**src/rtl/ethernet_rx.sv**
```systemverilog
// Ethernet receive path on an N-bit MSB-first beat stream: SFD lock, header parse,
// destination filter, payload streaming with the FCS stripped, and FCS check.
module ethernet_rx #(
  parameter int unsigned N = 2
) (
  input  logic         clk,
  input  logic         rst,
  input  logic         axiiv,
  input  logic [N-1:0] axiid,
  input  logic [47:0]  my_mac,
  output logic         axiov,
  output logic [N-1:0] axiod,
  output logic [47:0]  src_mac,
  output logic [15:0]  etype,
  output logic         hdr_valid,
  output logic         frame_done,
  output logic         frame_ok,
  output logic         crc_err
);

  localparam int unsigned DLY_BEATS = 32 / N;
  localparam int unsigned HDR_BEATS = 112 / N;
  localparam int unsigned DST_BEATS = 48 / N;
  localparam int unsigned PRE_BEATS = 16 / N;
  localparam logic [31:0] POLY      = 32'h04C1_1DB7;
  localparam logic [47:0] BCAST     = 48'hFFFF_FFFF_FFFF;

  typedef enum logic [2:0] {IDLE, PREAMBLE, HEADER, PAYLOAD, DONE, DROP} state_t;

  state_t       state;
  logic [7:0]   win;
  logic [7:0]   cnt;
  logic [7:0]   fill;
  logic [63:0]  hdr;
  logic [31:0]  dly;
  logic [31:0]  crc;
  logic         res_ok;

  logic [7:0]   win_nxt;
  logic [7:0]   cnt_inc;
  logic [63:0]  hdr_nxt;
  logic [31:0]  dly_nxt;
  logic         dly_full;
  logic         crc_en;
  logic [N-1:0] crc_din;
  logic [31:0]  crc_nxt;
  logic         unused_bits;

  // CRC-32 advanced MSB-first by one N-bit beat
  function automatic logic [31:0] crc_step(input logic [31:0] c, input logic [N-1:0] d);
    logic [31:0] r;
    r = c;
    for (int i = N - 1; i >= 0; i--) begin
      r = {r[30:0], 1'b0} ^ ((r[31] ^ d[i]) ? POLY : 32'h0);
    end
    return r;
  endfunction

  // Only the last 64 header bits are kept; the destination is checked as it passes through
  always_comb begin
    win_nxt  = {win[7-N:0], axiid};
    hdr_nxt  = {hdr[63-N:0], axiid};
    dly_nxt  = {dly[31-N:0], axiid};
    cnt_inc  = (cnt == 8'd255) ? cnt : cnt + 8'd1;
    dly_full = (fill == 8'(DLY_BEATS));
    crc_en   = axiiv && ((state == HEADER) || (state == PAYLOAD && dly_full));
    crc_din  = (state == HEADER) ? axiid : dly[31 -: N];
    crc_nxt  = crc_step(crc, crc_din);
  end

  assign unused_bits = ^{hdr[63:64-N], win[7:8-N]};

  // CRC engine: held at its seed outside the header and payload phases
  always_ff @(posedge clk) begin
    if (!rst || !(state == HEADER || state == PAYLOAD)) begin
      crc <= 32'hFFFF_FFFF;
    end else if (crc_en) begin
      crc <= crc_nxt;
    end
  end

  always_ff @(posedge clk) begin
    if (!rst) begin
      state      <= IDLE;
      win        <= '0;
      cnt        <= '0;
      fill       <= '0;
      hdr        <= '0;
      dly        <= '0;
      res_ok     <= 1'b0;
      axiov      <= 1'b0;
      axiod      <= '0;
      src_mac    <= '0;
      etype      <= '0;
      hdr_valid  <= 1'b0;
      frame_done <= 1'b0;
      frame_ok   <= 1'b0;
      crc_err    <= 1'b0;
    end else begin
      axiov      <= 1'b0;
      axiod      <= '0;
      frame_done <= 1'b0;
      frame_ok   <= 1'b0;
      crc_err    <= 1'b0;
      if (axiiv) win <= win_nxt;
      case (state)
        IDLE: begin
          if (axiiv) begin
            state <= PREAMBLE;
            win   <= '0;
            cnt   <= '0;
          end
        end
        PREAMBLE: begin
          if (!axiiv) begin
            state <= IDLE;
          end else begin
            cnt <= cnt_inc;
            if (win_nxt == 8'hD5 && cnt_inc >= 8'(PRE_BEATS)) begin
              state     <= HEADER;
              cnt       <= '0;
              hdr_valid <= 1'b0;
            end
          end
        end
        HEADER: begin
          if (!axiiv) begin
            state <= IDLE;
          end else begin
            hdr <= hdr_nxt;
            cnt <= cnt_inc;
            if (cnt == 8'(DST_BEATS - 1) && hdr_nxt[47:0] != my_mac && hdr_nxt[47:0] != BCAST) begin
              state <= DROP;
            end else if (cnt == 8'(HDR_BEATS - 1)) begin
              src_mac   <= hdr_nxt[63:16];
              etype     <= hdr_nxt[15:0];
              hdr_valid <= 1'b1;
              fill      <= '0;
              state     <= PAYLOAD;
            end
          end
        end
        PAYLOAD: begin
          if (!axiiv) begin
            // A runt never fills the delay line, so it can never compare equal
            res_ok <= dly_full && (dly == ~crc);
            state  <= DONE;
          end else begin
            dly <= dly_nxt;
            if (dly_full) begin
              axiov <= 1'b1;
              axiod <= dly[31 -: N];
            end else begin
              fill <= fill + 8'd1;
            end
          end
        end
        DONE: begin
          frame_done <= 1'b1;
          frame_ok   <= res_ok;
          crc_err    <= !res_ok;
          dly        <= '0;
          fill       <= '0;
          if (axiiv) begin
            state <= PREAMBLE;
            win   <= '0;
            cnt   <= '0;
          end else begin
            state <= IDLE;
          end
        end
        DROP: begin
          if (!axiiv) state <= IDLE;
        end
        default: state <= IDLE;
      endcase
    end
  end

endmodule

```
**config.mk**
```make
export PLATFORM = sky130hd
export DESIGN_NAME = ethernet_rx
export DESIGN_NICKNAME = d
export VERILOG_FILES = /design/src/rtl/ethernet_rx.sv
export SDC_FILE = /design/constraint.sdc
export NUM_CORES = 1
export LEC_CHECK = 0
export BUFFER_PORTS_ARGS = -buffer_cell sky130_fd_sc_hd__buf_2
export CAP_MARGIN = 10
export CORE_MARGIN = 2
export CORE_UTILIZATION = 55
export DETAILED_ROUTE_END_ITERATION = 16
export GPL_TIMING_DRIVEN = 0
export PLACE_DENSITY = 0.76
export SETUP_SLACK_MARGIN = 0.02
export SLEW_MARGIN = 20
export SYNTH_ARGS = -nofsm -noshare
export SYNTH_HDL_FRONTEND = slang
export SYNTH_SLANG_ARGS = --single-unit
```
**constraint.sdc**
```tcl
create_clock -name clk -period 2.92 [get_ports clk]
set_input_delay 0.73 -clock clk [delete_from_list [all_inputs] [get_ports clk]]
set_output_delay 0.73 -clock clk [all_outputs]
set_load 0.03 [all_outputs]
```
==> results.cfg <==
[grt]
grt_pass1_vias = 8122
grt_usage_pct = 27.3
grt_overflow = 0
grt_pass1_wl_um = 40800
antenna_found_initial = 2
grt_max_degree = 15

[clocking]
max-clock-path-buffers = 3
clkTransAtPathRegs_ns = 0.06
worstSkewPairLatency_ns = 0.52
cts_tree = done
numCtsBuffers = 23
cts-root-buf = clkbuf_16
cts.sinks = 223
htreeDepth = 1

[routing]
dr.first_iter.drc_count = 697
ant_nets = 0
drcViolationCount = 0
drt_first_pass_iters = 5
drt_wl_total_um = 25600
vias = 8625
wire_per_inst_um = 16.4
routed_via_density = 5.54

[power_and_ir_drop]
p_total_mw = 6.39
p_int_mw = 4.99
power_frac_seq_pct = 47.8
p_comb_share_pct = 4.6
switching_share_pct = 22.0
p_per_area_nw_per_um2 = 558
power_switching_mw = 1.41
p_leak_nw = 4.42
max-vdd-ir-drop_uv = 460
p_clk_share_pct = 47.6

[sta]
tightest_slew_ns = 0.768
min_period_over_period_pct = 88.6
max_slew_margin_pct = 48.8
slew_viol_final = 0
rsz0062_at_grt = false
fin_tns_setup_ns = 0
skew_ns = 0.0143
setup_viol = 0
period_minus_slack_ns = 2.59
fmax_mhz = 387
setup_slack_ns = 0.334
finalHoldViolCount = 0

[worst_setup_path]
cp-startpoint = axiid[0]
path_class = in -> reg
max_stage_delay_ns = 0.65
worstSetupStartpointType = input pin
cp_slowest_cell = o31ai_1
crit-reg2reg-capture = cnt[1]$_SDFFE_PN0P_
crit_chain = clkbuf_1, xor2_1, nor4_1, nand4_1, o31ai_1, nor3b_1, nor4bb_1
rr_startpoint = cnt[0]$_SDFFE_PN0P_
crit_end = state[1]$_SDFFE_PN0P_
critPathMaxFanout = 8
r2r_cells = 8
critPathArrivalTime_ns = 3.01
cp-end-kind = flop
crit_required_ns = 3.35
rrSetupSlack_ns = 0.37

[floorplanning]
core_area_um2 = 17400
rows = 48
start_util_pct = 56.4
io_pins = 124
die_w_um = 137
dieArea_um2 = 18900
die_h_um = 137

[yosys]
yosysSeqAreaShare_pct = 45.6
yosysWarnings = 0
synth_nets = 1226
ys_ff_latch = 223
synth_ff_type = dfxtp_1
syn_area_um2 = 9780
ys_types = 58
synth-edff-count = 0
synth_area_leader_cell = dfxtp_1
synthesis.instances = 1170
synthArstFlopShare_pct = 0
synthTopCellsByArea = dfxtp_1 46%, nand2_1 13%, a21boi_0 9.7%
netlist.area_leader.share_pct = 45.6
syn_avg_cell_area_um2 = 8.36

[place]
portBuffers = 120
hpwl_um = 18200
gp_congestion = 0.894
dp_slack_ns = -0.180
dp_cells = 1515

[status]
outcome = complete, no violations

[hold_path]
hold_path.class = reg -> reg

[cells_and_area]
fin_cells = 1557
n_antenna_cell = 0
mostFrequentLayoutCells = 351 x nand2_1, 223 x dfxtp_1, 127 x buf_2
drive_gt1_share_pct = 13.0
final_nets = 1371
final_common_cell = nand2_1
fill_cells = 1447
area_growth_pct = 17.1

[flow_run]
cap_violations = 0
-- area by class of cell --
cell class	count	area (um2)	area share, %
well taps	225	282	2.46
clock buffers	32	649	5.67
flip-flops and latches	223	4460	39.0
inverters	4	15.0	0.131
repair buffers	120	601	5.24
clock inverters	10	133	1.16
plain buffers	74	294	2.57
multi-input cells	869	5010	43.8
-- registers in the layout, summed over array words and instances (netlist names), named ones only --
| signal | flops |
|---|---|
| axiod | 2 |
| dly | 32 |
| axiov | 1 |
| hdr | 62 |
| frame_ok | 1 |
| hdr_valid | 1 |
| src_mac | 48 |
| etype | 16 |
| frame_done | 1 |
| win | 3 |
| crc_err | 1 |
| crc | 32 |
| fill | 8 |
| res_ok | 1 |
| cnt | 8 |
| state | 3 |
-- per-layer routing --
| layer | vias up | routed length (um) | share of wire (%) | global-route usage, % |
|---|---|---|---|---|
| li1 | 4219 | - | - | - |
| met1 | 4040 | 11200 | 44 | 36.3 |
| met2 | 292 | 11700 | 46 | 43.2 |
| met3 | 70 | 1840 | 7.2 | 5.96 |
| met4 | 4 | 813 | 3.2 | 10.7 |
| met5 | - | 28 | 0.11 | 0 |
-- critical path, delay by kind of cell --
kind	cells	cell delay, ns
and+or+nand+nor	4	0.91
buffers and inverters	1	0.56
xor gates and xnor gates	1	0.15
AOI/OAI and AO/OA	1	0.65
-- cell families after synthesis --
kind of cell	Yosys count	synth area share (%)
muxes	10	1.02
adders and majority gates	3	0.384
DFF	223	45.6
and+or+nand+nor	518	23.0
AOI/OAI and AO/OA	232	16.7
buffers and inverters	78	3.16
xor gates and xnor gates	106	10.1
-- metrics by stage --
step / instance area, um2 / hold WS, ns / utilization [%]
after floorplan: 9780 / 0.406 / -
after global placement: 10700 / 0.426 / 61.4
after detailed placement: 10700 / 0.433 / 61.4
after CTS: 11400 / 0.452 / 65.9
after global routing: 11500 / 0.463 / 66.0
final: 11500 / 0.449 / 66.0
-- how the worst min path moves through the flow --
| stage | startpoint | endpoint | slack (ns) | cells past startpoint |
|---|---|---|---|---|
| 3_5_place_dp | res_ok$_SDFFE_PN0P_ | crc_err$_SDFF_PN0_ | 0.43 | 1 |
| 2_1_floorplan | res_ok$_SDFFE_PN0P_ | crc_err$_SDFF_PN0_ | 0.41 | 1 |
| 3_3_place_gp | res_ok$_SDFFE_PN0P_ | crc_err$_SDFF_PN0_ | 0.43 | 1 |
| 6_report | src_mac[46]$_SDFFE_PN0P_ | src_mac[46]$_SDFFE_PN0P_ | 0.45 | 2 |
| 5_1_grt | res_ok$_SDFFE_PN0P_ | crc_err$_SDFF_PN0_ | 0.46 | 1 |
| 4_1_cts | res_ok$_SDFFE_PN0P_ | crc_err$_SDFF_PN0_ | 0.45 | 1 |
-- repair_timing --
item                       4_1_cts  5_1_grt
hold buffers                     0        0
buffers inserted                 0        0
hold endpoints to repair         0        0
gates resized for setup          0        1
setup endpoints to repair        0        5
-- cells in the mapped netlist (all sizes together) (10+ instances only) --
cell and n:
a21boi 140, a21oi 31, buf 13, clkbuf 61, dfxtp 223, mux2i 10
nand2 351, nand3 33, nand4 24, nor2 49, nor4 20, o211ai 11
o21ai 25, xnor2 24, xor2 82
-- power groups by stage --
stage	clock [mW]	combinational [mW]	sequential [mW]
4_1_cts	3.07	0.290	3.06
6_report	3.04	0.293	3.06
3_3_place_gp	0	0.287	3.13
3_5_place_dp	0	0.288	3.13
5_1_grt	3.18	0.317	3.06
2_1_floorplan	0	0.182	3.13
No activity file was read; power rests on OpenSTA's default activity.
